<file path="src/rtl/riscv_lsu_pkg.sv">
`default_nettype none
// +----------------------------------------------------------------------+
// | riscv_lsu_pkg : access sizes, LSU states and lane helpers             |
// | Revision 1.0                                                         |
// +----------------------------------------------------------------------+
package riscv_lsu_pkg;

  localparam logic [2:0] LDST_B  = 3'd0;
  localparam logic [2:0] LDST_H  = 3'd1;
  localparam logic [2:0] LDST_W  = 3'd2;
  localparam logic [2:0] LDST_BU = 3'd4;
  localparam logic [2:0] LDST_HU = 3'd5;

  typedef enum logic [0:0] {
    LSU_IDLE = 1'b0,
    LSU_WAIT = 1'b1
  } lsu_state_t;

  // Unsigned load sizes share the lane layout of their signed twins.
  function automatic logic [3:0] lsu_be(input logic [2:0] size, input logic [1:0] off);
    case (size[1:0])
      2'd0:    return 4'b0001 << off;
      2'd1:    return off[1] ? 4'b1100 : 4'b0011;
      default: return 4'b1111;
    endcase
  endfunction

  function automatic logic [31:0] lsu_wdata(input logic [2:0] size, input logic [31:0] wd);
    case (size[1:0])
      2'd0:    return {4{wd[7:0]}};
      2'd1:    return {2{wd[15:0]}};
      default: return wd;
    endcase
  endfunction

  function automatic logic lsu_legal(input logic we, input logic [2:0] size,
                                     input logic [1:0] off);
    case (size)
      LDST_B:  return 1'b1;
      LDST_H:  return ~off[0];
      LDST_W:  return off == 2'b00;
      LDST_BU: return ~we;
      LDST_HU: return ~we & ~off[0];
      default: return 1'b0;
    endcase
  endfunction

endpackage
`default_nettype wire

</file>
<file path="src/rtl/riscv_lsu_if.sv">
`default_nettype none
// +----------------------------------------------------------------------+
// | riscv_lsu_if : core-side and memory-side buses of the load/store unit |
// | Revision 1.0                                                         |
// +----------------------------------------------------------------------+
interface riscv_lsu_if;
  logic        core_req_i;
  logic        core_we_i;
  logic [2:0]  core_size_i;
  logic [31:0] core_addr_i;
  logic [31:0] core_wd_i;
  logic [31:0] core_rd_o;
  logic        core_stall_req_o;
  logic        core_fault_o;
  logic        mem_req_o;
  logic        mem_we_o;
  logic [3:0]  mem_be_o;
  logic [31:0] mem_addr_o;
  logic [31:0] mem_wd_o;
  logic [31:0] mem_rd_i;
  logic        mem_ready_i;

  // The LSU itself.
  modport slave (
    input  core_req_i, core_we_i, core_size_i, core_addr_i, core_wd_i,
    input  mem_rd_i, mem_ready_i,
    output core_rd_o, core_stall_req_o, core_fault_o,
    output mem_req_o, mem_we_o, mem_be_o, mem_addr_o, mem_wd_o
  );

  // Core plus memory environment around the LSU.
  modport master (
    output core_req_i, core_we_i, core_size_i, core_addr_i, core_wd_i,
    output mem_rd_i, mem_ready_i,
    input  core_rd_o, core_stall_req_o, core_fault_o,
    input  mem_req_o, mem_we_o, mem_be_o, mem_addr_o, mem_wd_o
  );
endinterface
`default_nettype wire

</file>
<file path="src/rtl/riscv_lsu_load_ext.sv">
`default_nettype none
// +----------------------------------------------------------------------+
// | riscv_lsu_load_ext : byte/halfword select and sign/zero extension     |
// | Revision 1.0                                                         |
// +----------------------------------------------------------------------+
module riscv_lsu_load_ext
  import riscv_lsu_pkg::*;
(
  input  logic [31:0] word_i,
  input  logic [2:0]  size_i,
  input  logic [1:0]  offset_i,
  output logic [31:0] data_o
);

  logic [7:0]  byte_sel;
  logic [15:0] half_sel;

  always_comb begin
    byte_sel = word_i[7:0];
    case (offset_i)
      2'd0:    byte_sel = word_i[7:0];
      2'd1:    byte_sel = word_i[15:8];
      2'd2:    byte_sel = word_i[23:16];
      default: byte_sel = word_i[31:24];
    endcase
    half_sel = offset_i[1] ? word_i[31:16] : word_i[15:0];

    data_o = word_i;
    case (size_i)
      LDST_B:  data_o = {{24{byte_sel[7]}}, byte_sel};
      LDST_BU: data_o = {24'd0, byte_sel};
      LDST_H:  data_o = {{16{half_sel[15]}}, half_sel};
      LDST_HU: data_o = {16'd0, half_sel};
      default: data_o = word_i;
    endcase
  end

endmodule
`default_nettype wire

</file>
<file path="src/rtl/riscv_lsu.sv">
`default_nettype none
// +----------------------------------------------------------------------+
// | riscv_lsu : load/store unit between memory stage and data memory      |
// | Revision 1.0                                                         |
// +----------------------------------------------------------------------+
module riscv_lsu
  import riscv_lsu_pkg::*;
(
  input  logic        clk_i,
  input  logic        rst_i,
  riscv_lsu_if.slave  bus
);

  lsu_state_t  state_q, state_d;
  logic [2:0]  size_q, size_d;
  logic [1:0]  off_q, off_d;
  logic [31:0] load_data;

  riscv_lsu_load_ext u_load_ext (
    .word_i   (bus.mem_rd_i),
    .size_i   (size_q),
    .offset_i (off_q),
    .data_o   (load_data)
  );

  always_ff @(posedge clk_i) begin
    if (rst_i) begin
      state_q <= LSU_IDLE;
      size_q  <= 3'd0;
      off_q   <= 2'd0;
    end else begin
      state_q <= state_d;
      size_q  <= size_d;
      off_q   <= off_d;
    end
  end

  always_comb begin
    state_d              = state_q;
    size_d               = size_q;
    off_d                = off_q;
    bus.core_rd_o        = 32'd0;
    bus.core_stall_req_o = 1'b0;
    bus.core_fault_o     = 1'b0;
    bus.mem_req_o        = 1'b0;
    bus.mem_we_o         = 1'b0;
    bus.mem_be_o         = 4'd0;
    bus.mem_addr_o       = 32'd0;
    bus.mem_wd_o         = 32'd0;

    case (state_q)
      LSU_IDLE: begin
        if (bus.core_req_i) begin
          if (lsu_legal(bus.core_we_i, bus.core_size_i, bus.core_addr_i[1:0])) begin
            bus.mem_req_o        = 1'b1;
            bus.mem_we_o         = bus.core_we_i;
            bus.mem_be_o         = lsu_be(bus.core_size_i, bus.core_addr_i[1:0]);
            bus.mem_addr_o       = {bus.core_addr_i[31:2], 2'b00};
            bus.mem_wd_o         = lsu_wdata(bus.core_size_i, bus.core_wd_i);
            bus.core_stall_req_o = 1'b1;
            size_d               = bus.core_size_i;
            off_d                = bus.core_addr_i[1:0];
            state_d              = LSU_WAIT;
          end else begin
            bus.core_fault_o = 1'b1;
          end
        end
      end
      default: begin
        // Core holds its request stable while stalled, so address and data
        // come straight from the core; lane layout comes from the capture.
        bus.mem_req_o        = 1'b1;
        bus.mem_we_o         = bus.core_we_i;
        bus.mem_be_o         = lsu_be(size_q, off_q);
        bus.mem_addr_o       = {bus.core_addr_i[31:2], 2'b00};
        bus.mem_wd_o         = lsu_wdata(size_q, bus.core_wd_i);
        bus.core_stall_req_o = ~bus.mem_ready_i;
        if (bus.mem_ready_i) begin
          state_d = LSU_IDLE;
          if (!bus.core_we_i) begin
            bus.core_rd_o = load_data;
          end
        end
      end
    endcase
  end

endmodule
`default_nettype wire

</file>
<file path="src/flat_wrapper.sv">
// flat-port wrapper written by rule: the top's interface ports become plain ports
module riscv_lsu_flat import riscv_lsu_pkg::*;
  (clk_i, rst_i, bus_core_req_i, bus_core_we_i, bus_core_size_i, bus_core_addr_i, bus_core_wd_i, bus_mem_rd_i, bus_mem_ready_i, bus_core_rd_o, bus_core_stall_req_o, bus_core_fault_o, bus_mem_req_o, bus_mem_we_o, bus_mem_be_o, bus_mem_addr_o, bus_mem_wd_o);
  riscv_lsu_if bus_i ();
  input  logic clk_i;
  input  logic rst_i;
  input wire logic [$bits(bus_i.core_req_i)-1:0] bus_core_req_i;
  input wire logic [$bits(bus_i.core_we_i)-1:0] bus_core_we_i;
  input wire logic [$bits(bus_i.core_size_i)-1:0] bus_core_size_i;
  input wire logic [$bits(bus_i.core_addr_i)-1:0] bus_core_addr_i;
  input wire logic [$bits(bus_i.core_wd_i)-1:0] bus_core_wd_i;
  input wire logic [$bits(bus_i.mem_rd_i)-1:0] bus_mem_rd_i;
  input wire logic [$bits(bus_i.mem_ready_i)-1:0] bus_mem_ready_i;
  output wire logic [$bits(bus_i.core_rd_o)-1:0] bus_core_rd_o;
  output wire logic [$bits(bus_i.core_stall_req_o)-1:0] bus_core_stall_req_o;
  output wire logic [$bits(bus_i.core_fault_o)-1:0] bus_core_fault_o;
  output wire logic [$bits(bus_i.mem_req_o)-1:0] bus_mem_req_o;
  output wire logic [$bits(bus_i.mem_we_o)-1:0] bus_mem_we_o;
  output wire logic [$bits(bus_i.mem_be_o)-1:0] bus_mem_be_o;
  output wire logic [$bits(bus_i.mem_addr_o)-1:0] bus_mem_addr_o;
  output wire logic [$bits(bus_i.mem_wd_o)-1:0] bus_mem_wd_o;
  assign bus_i.core_req_i = bus_core_req_i;
  assign bus_i.core_we_i = bus_core_we_i;
  assign bus_i.core_size_i = bus_core_size_i;
  assign bus_i.core_addr_i = bus_core_addr_i;
  assign bus_i.core_wd_i = bus_core_wd_i;
  assign bus_i.mem_rd_i = bus_mem_rd_i;
  assign bus_i.mem_ready_i = bus_mem_ready_i;
  assign bus_core_rd_o = bus_i.core_rd_o;
  assign bus_core_stall_req_o = bus_i.core_stall_req_o;
  assign bus_core_fault_o = bus_i.core_fault_o;
  assign bus_mem_req_o = bus_i.mem_req_o;
  assign bus_mem_we_o = bus_i.mem_we_o;
  assign bus_mem_be_o = bus_i.mem_be_o;
  assign bus_mem_addr_o = bus_i.mem_addr_o;
  assign bus_mem_wd_o = bus_i.mem_wd_o;
  riscv_lsu u_core (.clk_i(clk_i), .rst_i(rst_i), .bus(bus_i));
endmodule
</file>
<file path="config.mk">
export PLATFORM = sky130hd
export DESIGN_NAME = riscv_lsu_flat
export DESIGN_NICKNAME = d
export VERILOG_FILES = /design/src/rtl/riscv_lsu_pkg.sv /design/src/rtl/riscv_lsu_if.sv /design/src/rtl/riscv_lsu_load_ext.sv /design/src/rtl/riscv_lsu.sv /design/src/flat_wrapper.sv
export SDC_FILE = /design/constraint.sdc
export NUM_CORES = 1
export LEC_CHECK = 0
export CORE_MARGIN = 2
export CORE_UTILIZATION = 32
export DETAILED_ROUTE_END_ITERATION = 12
export HOLD_SLACK_MARGIN = 0.06
export PLACE_DENSITY = 0.82
export SYNTH_ARGS = -nofsm -noshare
export SYNTH_HDL_FRONTEND = slang
export SYNTH_SLANG_ARGS = --single-unit
</file>
<file path="constraint.sdc">
create_clock -name clk_i -period 2.28 [get_ports clk_i]
set_input_delay 0.456 -clock clk_i [delete_from_list [all_inputs] [get_ports clk_i]]
set_output_delay 0.456 -clock clk_i [all_outputs]
set_load 0.005 [all_outputs]
</file>
==> impl_results.rst, run 1 <==
.. list-table::
   :header-rows: 1

   * - Metric
     - Value
   * - Run status
     - complete, but fails checks
   * - Violated checks
     - negative setup slack
   * - Overflow after GRT
     - 0
   * - Endpoint type of the worst setup path
     - primary output
   * - Count of cell types in the netlist
     - 44
   * - Count of inserted antenna diode cells
     - 0
   * - Critical-path maximum fanout
     - 5
   * - Routed length per placed instance
     - 17.7 um
   * - Clock Skew
     - 0.852 ps
   * - Power density of the placed cells
     - 228 nW/um2
   * - Worst Tran Pin Value
     - 590 ps
   * - Number of inserted filler cells in the final layout
     - 591
   * - Unrepaired setup endpoints after global routing
     - yes
   * - Number of buffers inserted during clock tree synthesis
     - 3
   * - Worst min-delay path class
     - in -> reg
   * - Number of pins exceeding their max-slew limit in the final report
     - 0
   * - Number of violations of the max-capacitance limit
     - 0
   * - Origin of the critical flop-to-flop path
     - u_core.state_q
   * - Worst min-delay path startpoint
     - bus_core_size_i[2]
   * - Req. time, crit path
     - 1820 ps
   * - Sequential fraction of the synthesis area
     - 5.12%
   * - Capture instance of the worst register-to-register path
     - u_core.off_q[1]
   * - Final Hold Fails
     - 0
   * - Final wirelength
     - 12.5 mm
   * - Buffer cell driving the clock tree root
     - clkbuf_8
   * - Flops & latches, synth
     - 6
   * - Routed vias/inst
     - 5.26
   * - Peak supply drop
     - 0.125 mV
   * - Port Buffer Count
     - 205
   * - Total I/O pin count
     - 208
   * - Number of nets in the final layout
     - 711
   * - GRT Util Overall
     - 28.1%
   * - Number of placement rows
     - 31
   * - Maximum buffer depth of the clock tree
     - 2
   * - Via count
     - 3,703
   * - Y dimension of the die
     - 89.6 um
   * - Antenna-violating nets left
     - 0
   * - Half-perimeter wire length of the detailed placement result
     - 8.71 mm
   * - Detailed Route Iter0 Violations
     - 147
   * - Worst Hold Path Cells
     - 3
   * - # DRC
     - 0
   * - Overall power consumption
     - 1140 uW
   * - H-tree levels
     - 1
   * - CORE AREA
     - 7180 um2
   * - Setup slack, reg-to-reg
     - 1080 ps
   * - Synth Flop Type
     - dfxtp_1
   * - Worst Reg-to-Reg Cells
     - 5
   * - Fraction of layout instances using a drive strength above 1
     - 35.4%
   * - Min Tclk post-route
     - 2470 ps
   * - Number of enable flip-flop cells after synthesis
     - 0
   * - Kind of start point of the critical path
     - flop
   * - Source-to-sink clock delay at the later pin of the worst-skew pair
     - 230 ps
   * - Clock tree from TritonCTS
     - built
   * - Post-placement cell count
     - 676
   * - Final weighted congestion in routability-driven placement
     - 0.872
   * - Max transition margin
     - 60.6%
   * - Horizontal extent of the die
     - 89.6 um
   * - Average footprint of a synthesized cell
     - 6.53 um2
   * - Register clock-pin slew on the reported worst setup and hold paths
     - 40 ps
   * - Final cell count without fillers
     - 704
   * - Max Clk Rate
     - 405 MHz
   * - Final setup margin
     - -189 ps
   * - Number of synthesis warnings
     - 0
   * - Initial Utilization
     - 32.7%
   * - Number of global-route vias before repair
     - 3,554
   * - Pin count of the biggest net entering global routing
     - 30
   * - Period Utilization, post-route
     - 108%
   * - Global-route wire length before repair
     - 17.8 mm
   * - Area of all sequential standard cells
     - 125 um2
   * - Startpoint-to-endpoint class of the critical path
     - reg -> out
   * - Antenna violations before repair
     - 0
   * - Area growth from synthesis to layout
     - 114%
   * - Leakage power
     - 0.00241 uW
   * - Final setup violation count
     - 21
   * - CTS Hold Bufs
     - 0
   * - Clock sink total
     - 6
   * - Die footprint
     - 8030 um2
   * - Worst setup slack after placement
     - -856 ps
   * - Multi-input combinational cell area
     - 2300 um2
   * - Arrival time of the worst setup path
     - 2010 ps
   * - Area of the mapped netlist
     - 2350 um2
   * - Worst hold path endpoint
     - u_core.size_q[2]
   * - TritonRoute pass-1 iters
     - 4
   * - Synthesized instance count
     - 359
   * - Fraction of synthesis flops using an asynchronous set or reset pin
     - 0%
-- how the worst max path moves through the flow --
| stage | from | endpoint | slack [ps] | cells after the start |
|---|---|---|---|---|
| 6_report | u_core.off_q[1] | bus_core_rd_o[28] | -190 | 7 |
| 5_1_grt | u_core.off_q[1] | bus_core_rd_o[28] | -250 | 7 |
| 4_1_cts | u_core.off_q[1] | bus_core_rd_o[29] | -150 | 7 |
| 3_5_place_dp | bus_core_size_i[0] | bus_mem_wd_o[8] | -860 | 7 |
| 3_3_place_gp | bus_core_size_i[0] | bus_mem_wd_o[8] | -820 | 7 |
| 2_1_floorplan | bus_core_size_i[0] | bus_mem_wd_o[16] | 160 | 7 |
-- layer usage --
| metal | wire length [um] | global-route usage (%) |
|---|---|---|
| met1 | 5010 | 34.6 |
| met2 | 6530 | 50.3 |
| met3 | 707 | 4.39 |
| met4 | 210 | 7.46 |
| met5 | 0 | 0 |
-- placed cells by master (no fill, tap or decap), types with 11 or more instances in the layout --
cell,instances
nor2b_1,38
a21oi_1,11
buf_6,23
clkdlybuf4s50_1,90
buf_4,46
buf_2,48
clkbuf_2,14
nand2_1,57
dlygate4sd2_1,34
mux2i_1,45
nor2_1,21
-- sequential cells by signal, indices dropped and copies added, names as in the netlist --
register	flops
u_core.state_q	1
u_core.size_q	3
u_core.off_q	2
-- synth_stat cells, drive strengths merged, types with 2 or more instances --
cell type,number,area (um2)
mux2i,45,450
buf,12,85.1
nor3,6,30.0
o211ai,8,60.1
o31ai,9,67.6
o21ai,21,109
o22ai,11,68.8
nor2b,47,302
a21oi,13,65.1
o221a,5,56.3
a211oi,2,15.0
or3,9,56.3
nand2b,3,18.8
clkbuf,22,82.6
nand2,69,259
inv,5,18.8
nor3b,2,20.0
and2,2,12.5
dfxtp,6,120
nor2,24,95.1
a221oi,2,23.8
a32oi,5,43.8
mux2,9,101
a31oi,11,68.8
-- cell type report --
cell class | count | share of cell area [%]
clock buffer | 3 | 0.822
multi-input combinational | 315 | 45.8
tap | 99 | 2.47
inverter | 5 | 0.374
sequential | 6 | 2.49
timing repair buffer | 276 | 48.1
-- through the flow --
| step | hold slack (ps) | setup TNS [ps] | area [um2] | utilization [%] |
|---|---|---|---|---|
| after floorplan | 463 | 0 | 2350 | - |
| after global placement | 491 | -60690 | 4740 | 66.1 |
| after detailed placement | 503 | -63950 | 4740 | 66.1 |
| after CTS | 522 | -2520 | 4980 | 69.3 |
| after global routing | 541 | -3870 | 5020 | 70.0 |
| final | 513 | -2640 | 5020 | 70.0 |
-- power by group --
| group | internal, uW | switching, uW |
|---|---|---|
| logic | 479 | 385 |
| clock network | 114 | 48.9 |
| registers | 110 | 6.51 |
| total | 703 | 441 |
-- what timing repair did --
item / 4_1_cts / 5_1_grt
pin swaps: 23 / 8
gates cloned: 5 / 0
gates resized for setup: 355 / 77
hold endpoints to repair: 0 / 0
setup buffers: 15 / 10
endpoints found under the setup margin: 102 / 70
-- critical path, stage by stage, from the launching register on --
cell,delay (ps)
dfxtp_4,360
mux4_2,510
nor2b_4,160
o2111ai_4,280
clkbuf_16,210
buf_8,100
nand2_1,40
buf_2,120
-- cells by family (layout without fill, tap and decap cells) --
group	after synthesis	count (layout)	share of synthesized area (%)
simple gates	166	166	35.1
other cells	1	2	0.160
buf+inv	39	284	7.95
mux	55	55	24.5
flops	6	6	5.12
compound gates	92	92	27.1
No activity file was read; power rests on OpenSTA's default activity.
==> run 2: changes to the inputs <==
TNS_END_PERCENT = 10   (was not set)
==> impl_results.rst, run 2 (synthesis gave the netlist of run 1 again) <==
.. list-table::
   :header-rows: 1

   * - Metric
     - Value
   * - Final-layout setup total negative slack
     - -1450 ps (+1190 ps)
   * - Final setup margin
     - -123 ps (+65.7 ps)
   * - Arrival time of the worst setup path
     - 1950 ps (-60 ps)
   * - Final Hold Fails
     - 0 (unchanged)
   * - Critical path destination
     - bus_core_rd_o[21]
   * - Fraction of layout instances using a drive strength above 1
     - 31.3% (-4.1 points)
   * - Req. time, crit path
     - 1820 ps (about the same)
   * - Die footprint
     - 8030 um2 (unchanged)
   * - Routed length per placed instance
     - 17.2 um (-2.6%)
   * - Worst setup path startpoint
     - u_core.off_q[1]
   * - Worst setup slack after placement
     - -856 ps (unchanged)
   * - Worst min-delay path startpoint
     - bus_core_size_i[2]
   * - Detailed Route Iter0 Violations
     - 152 (+3.4%)
   * - Global-route wire length before repair
     - 17.1 mm (-4.1%)
   * - Clock tree from TritonCTS
     - built
   * - Buffer cell driving the clock tree root
     - clkbuf_8
   * - Run status
     - complete, but fails checks
   * - Number of nets in the final layout
     - 698 (-1.8%)
   * - Period Utilization, post-route
     - 105% (-2.9 points)
   * - CORE AREA
     - 7180 um2 (unchanged)
   * - Antenna violations before repair
     - 0 (unchanged)
   * - Source-to-sink clock delay at the later pin of the worst-skew pair
     - 220 ps (about the same)
   * - GRT Util Overall
     - 26.8% (-1.2 points)
   * - Horizontal extent of the die
     - 89.6 um (unchanged)
   * - Kind of start point of the critical path
     - flop
   * - # DRC
     - 0 (unchanged)
   * - Leakage power
     - 0.00235 uW (-2.7%)
   * - Worst Reg-to-Reg Cells
     - 4 (-1)
   * - CTS Hold Bufs
     - 0 (unchanged)
   * - Number of flip-flops in the largest register
     - 3 (unchanged)
   * - Number of pins exceeding their max-slew limit in the final report
     - 0 (unchanged)
   * - Min Tclk post-route
     - 2400 ps (-65.7 ps)
   * - Worst min-delay path class
     - in -> reg
   * - Max Clk Rate
     - 416 MHz (+2.7%)
   * - Power density of the placed cells
     - 226 nW/um2 (-0.91%)
   * - Unrepaired setup endpoints after global routing
     - yes
   * - Max transition margin
     - 61.2% (+0.60 points)
   * - Post-placement cell count
     - 676 (unchanged)
   * - Number of placement rows
     - 31 (unchanged)
   * - Setup slack, reg-to-reg
     - 1080 ps (about the same)
   * - Overflow after GRT
     - 0 (unchanged)
   * - Clock Skew
     - 2.67 ps (+1.81 ps)
   * - Origin of the critical flop-to-flop path
     - u_core.state_q
   * - Area growth from synthesis to layout
     - 108%
   * - Pin count of the biggest net entering global routing
     - 30 (unchanged)
   * - Final weighted congestion in routability-driven placement
     - 0.872 (unchanged)
   * - Startpoint-to-endpoint class of the critical path
     - reg -> out
   * - Commonest non-fill, non-tap cell in the layout
     - clkdlybuf4s50_1
   * - Capture instance of the worst register-to-register path
     - u_core.state_q
   * - Final cell count without fillers
     - 691 (-1.8%)
   * - Register with the most flip-flops
     - u_core.size_q
   * - Half-perimeter wire length of the detailed placement result
     - 8.71 mm (unchanged)
   * - Antenna-violating nets left
     - 0 (unchanged)
   * - Register clock-pin slew on the reported worst setup and hold paths
     - 40 ps (about the same)
   * - Y dimension of the die
     - 89.6 um (unchanged)
   * - Number of buffers inserted during clock tree synthesis
     - 3 (unchanged)
   * - Layout Utilization
     - 68.1% (-1.9 points)
   * - Top flop regs
     - u_core.size_q x3, u_core.off_q x2, u_core.state_q x1
   * - Count of inserted antenna diode cells
     - 0 (unchanged)
   * - Endpoint type of the worst setup path
     - primary output
   * - H-tree levels
     - 1 (unchanged)
   * - Routed vias/inst
     - 5.27 (+0.29%)
   * - Total I/O pin count
     - 208 (unchanged)
   * - Final setup violation count
     - 19 (-9.5%)
   * - Number of violations of the max-capacitance limit
     - 0 (unchanged)
   * - Number of inserted filler cells in the final layout
     - 598 (+1.2%)
   * - Number of global-route vias before repair
     - 3,483 (-2.0%)
   * - Via count
     - 3,645 (-1.6%)
   * - Critical-path maximum fanout
     - 5 (unchanged)
   * - Maximum buffer depth of the clock tree
     - 2 (unchanged)
   * - Clock sink total
     - 6 (unchanged)
   * - Port Buffer Count
     - 205 (unchanged)
   * - Most frequent cells in the layout
     - 90 x clkdlybuf4s50_1, 61 x nand2_1, 45 x mux2i_1, 39 x buf_4, 38 x nor2b_1
   * - TritonRoute pass-1 iters
     - 4 (unchanged)
   * - Violated checks
     - negative setup slack
   * - Final wirelength
     - 11.9 mm (-4.4%)
   * - Worst Tran Pin Value
     - 581 ps (-8.93 ps)
   * - Initial Utilization
     - 32.7% (unchanged)
   * - Peak supply drop
     - 0.117 mV (-6.5%)
run 2: changes by cell type in the layout (fill, tap and decap cells not counted), sizes merged:
cell / previous run / this run
buf: 126 / 100
clkdlybuf4s15: 8 / 14
clkbuf: 18 / 23
dlygate4sd2: 34 / 35
dlymetal6s2s: 3 / 4
run 2: worst min path at each step:
stage	to	slack (ps)	cells past startpoint
final	u_core.size_q[2]	520	3
after global routing	u_core.size_q[2]	540	3
after CTS	u_core.size_q[2]	520	2
after detailed placement	u_core.size_q[2]	500	2
after global placement	u_core.size_q[2]	490	2
after floorplan	u_core.size_q[2]	460	2
run 2: power by group:
part	internal, uW	switching, uW	leakage, uW
clock network	114	46.5	0.0000216
registers	110	6.36	0.0000501
logic	458	368	0.00227
total	682	420	0.00235
run 2: stage by stage:
stage | cell area (um2) | total power, uW | hold WS [ps]
after detailed placement | 4740 | 925 | 503
after global placement | 4740 | 908 | 491
after floorplan | 2350 | 428 | 463
after CTS | 4850 | 1080 | 522
after global routing | 4890 | 1170 | 539
final | 4890 | 1100 | 518
run 2: layout make-up:
type | instances | area, um2 | share of cell area, %
flip-flops and latches | 6 | 125 | 2.56
multi-input cells | 315 | 2230 | 45.6
clock buffers | 3 | 41.3 | 0.845
repair buffers | 263 | 2350 | 48.1
inverters | 5 | 18.8 | 0.384
well taps | 99 | 124 | 2.53
run 2: metal layers:
layer | global-route usage (%) | vias to the layer above | wire, um
li1 | - | 1757 | -
met1 | 33.0 | 1720 | 4820
met2 | 48.1 | 152 | 6150
met3 | 4.75 | 16 | 786
met4 | 6.65 | 0 | 150
met5 | 0 | - | 0
run 2: worst max-delay path, cell delays in order (launching register included):
cell and delay, ps:
dfxtp_4 360, mux4_2 510, nor2b_4 160, o2111ai_4 250, buf_6 170, buf_6 120, nand2_2 40, buf_2 120
run 2: timing repair:
item                       CTS  global route
hold endpoints to repair     0             0
resized for setup          302            74
setup buffers                7             2
cloned                       4             0
pin swaps                    9             8
setup endpoints to repair  102            68
==> run 3: changes to the inputs <==
PLACE_DENSITY = 0.84   (was 0.82)
==> impl_results.rst, run 3 (synthesis gave the netlist of run 1 again) <==
.. list-table::
   :header-rows: 1

   * - Metric
     - Value
   * - Register clock-pin slew on the reported worst setup and hold paths
     - 40 ps (about the same)
   * - Power density of the placed cells
     - 226 nW/um2 (+0.24%)
   * - Antenna violations before repair
     - 0 (unchanged)
   * - Unrepaired setup endpoints after global routing
     - yes
   * - Final setup violation count
     - 25 (+6)
   * - Standard cell area after detailed placement
     - 4790 um2 (+0.90%)
   * - Pin count of the biggest net entering global routing
     - 30 (unchanged)
   * - Worst min-delay path class
     - in -> reg
   * - Final setup margin
     - -153 ps (-29.8 ps)
   * - Register with the most flip-flops
     - u_core.size_q
   * - Source-to-sink clock delay at the later pin of the worst-skew pair
     - 230 ps (about the same)
   * - Period Utilization, post-route
     - 107% (+1.3 points)
   * - Routed vias/inst
     - 5.28 (about the same)
   * - Area growth from synthesis to layout
     - 106%
   * - Clock tree from TritonCTS
     - built
   * - Y dimension of the die
     - 89.6 um (unchanged)
   * - # DRC
     - 0 (unchanged)
   * - Number of nets in the final layout
     - 703 (+0.72%)
   * - Number of pins exceeding their max-slew limit in the final report
     - 0 (unchanged)
   * - Maximum buffer depth of the clock tree
     - 2 (unchanged)
   * - Post-placement cell count
     - 680 (+0.59%)
   * - Horizontal extent of the die
     - 89.6 um (unchanged)
   * - TritonRoute pass-1 iters
     - 4 (unchanged)
   * - Overflow after GRT
     - 0 (unchanged)
   * - Kind of start point of the critical path
     - flop
   * - Final cell count without fillers
     - 696 (+0.72%)
   * - Top flop regs
     - u_core.size_q x3, u_core.off_q x2, u_core.state_q x1
   * - Number of inserted filler cells in the final layout
     - 631 (+5.5%)
   * - Final wirelength
     - 11.9 mm (+0.13%)
   * - Fraction of layout instances using a drive strength above 1
     - 33.2% (+1.9 points)
   * - Peak supply drop
     - 0.109 mV (-7.0%)
   * - Violated checks
     - negative setup slack
   * - Number of buffers inserted during clock tree synthesis
     - 3 (unchanged)
   * - Arrival time of the worst setup path
     - 1980 ps (+30 ps)
   * - Half-perimeter wire length of the detailed placement result
     - 8.81 mm (+1.1%)
   * - Final Hold Fails
     - 0 (unchanged)
   * - Global-route wire length before repair
     - 17.3 mm (+1.3%)
   * - Run status
     - complete, but fails checks
   * - Buffer cell driving the clock tree root
     - clkbuf_8
   * - Total I/O pin count
     - 208 (unchanged)
   * - Hold Slack
     - 514 ps (-3.64 ps)
   * - Count of inserted antenna diode cells
     - 0 (unchanged)
   * - Number of placement rows
     - 31 (unchanged)
   * - Critical-path maximum fanout
     - 6 (+1)
   * - Number of violations of the max-capacitance limit
     - 0 (unchanged)
   * - Routed length per placed instance
     - 17.1 um (-0.58%)
   * - Finished Cell Area
     - 4830 um2 (-1.3%)
   * - Startpoint-to-endpoint class of the critical path
     - reg -> out
   * - Commonest non-fill, non-tap cell in the layout
     - clkdlybuf4s50_1
   * - Overall power consumption
     - 1090 uW (-1.0%)
   * - Via count
     - 3,675 (+0.82%)
   * - CORE AREA
     - 7180 um2 (unchanged)
   * - Antenna-violating nets left
     - 0 (unchanged)
   * - Clock Skew
     - 0.834 ps (-1.83 ps)
   * - Port Buffer Count
     - 205 (unchanged)
   * - H-tree levels
     - 1 (unchanged)
   * - Max transition margin
     - 62.1% (+0.92 points)
   * - Leakage power
     - 0.00237 uW (+1.0%)
   * - Number of flip-flops in the largest register
     - 3 (unchanged)
   * - Req. time, crit path
     - 1820 ps (about the same)
   * - Die footprint
     - 8030 um2 (unchanged)
   * - Clock sink total
     - 6 (unchanged)
   * - Most frequent cells in the layout
     - 83 x clkdlybuf4s50_1, 61 x nand2_1, 53 x clkbuf_2, 45 x mux2i_1, 43 x buf_4
   * - Number of global-route vias before repair
     - 3,560 (+2.2%)
   * - Final weighted congestion in routability-driven placement
     - 0.822 (-5.7%)
   * - Initial Utilization
     - 32.7% (unchanged)
   * - GRT Util Overall
     - 27.0% (+0.22 points)
   * - Setup slack, reg-to-reg
     - 950 ps (-130 ps)
   * - CTS Hold Bufs
     - 0 (unchanged)
   * - Detailed Route Iter0 Violations
     - 138 (-9.2%)
   * - Endpoint type of the worst setup path
     - primary output
   * - Worst Tran Pin Value
     - 567 ps (-13.8 ps)
   * - Max Clk Rate
     - 411 MHz (-1.2%)
   * - Min Tclk post-route
     - 2430 ps (+29.8 ps)
run 3: cell types whose count changed in the layout (fill, tap and decap cells not counted), sizes merged:
cell / delta
buf: -12
clkbuf: +34
clkdlybuf4s15: -3
clkdlybuf4s50: -7
dlygate4sd2: -11
dlymetal6s2s: +4
run 3: through the flow:
stage	setup TNS [ps]	utilization, %	setup slack [ps]
final	-1790	67.3	-153
after global routing	-3530	67.3	-211
after CTS	-2720	68.2	-249
after detailed placement	-66540	66.7	-848
after global placement	-61850	66.7	-823
after floorplan	0	-	159
run 3: worst max-delay path, cell delays in order, from the launching register on:
cell and delay [ps]:
dfxtp_2 340, mux4_2 520, nor2b_4 160, o2111ai_4 270, clkbuf_16 200, buf_6 90
nand2_1 40, buf_2 120
run 3: path summary, 6_finish.rpt:
| path | startpoint | endpoint | depth (start not counted) |
|---|---|---|---|
| worst min-delay path | bus_core_size_i[2] | u_core.size_q[2] | 3 |
| worst max register to register | u_core.state_q | u_core.off_q[1] | 6 |
| worst min register to register | u_core.size_q[2] | u_core.size_q[2] | 2 |
| worst max-delay path | u_core.off_q[1] | bus_core_rd_o[17] | 7 |
run 3: what timing repair did:
action | in CTS | in global routing
resized for setup | 246 | 142
buffers inserted | 9 | 1
setup endpoints to repair | 102 | 93
cloned | 3 | 0
pin swaps | 15 | 8
run 3: metal layers:
| metal | wire (um) | GRT usage, % |
|---|---|---|
| met1 | 4700 | 32.3 |
| met2 | 6270 | 49.8 |
| met3 | 696 | 3.93 |
| met4 | 252 | 7.60 |
| met5 | 0 | 0 |
run 3: cell type report:
class / instances / area (um2) / area share (%)
inverters: 5 / 18.8 / 0.389
well taps: 99 / 124 / 2.57
flip-flops and latches: 6 / 125 / 2.59
repair buffers: 268 / 2340 / 48.6
multi-input cells: 315 / 2170 / 45.0
clock buffers: 3 / 41.3 / 0.856
run 3: report_power, final:
part / total, uW / switching [uW] / leakage [uW] / internal [uW]
clock network: 164 / 50.1 / 0.0000216 / 114
registers: 118 / 7.01 / 0.0000507 / 111
logic: 809 / 361 / 0.00230 / 448
total: 1090 / 418 / 0.00237 / 673
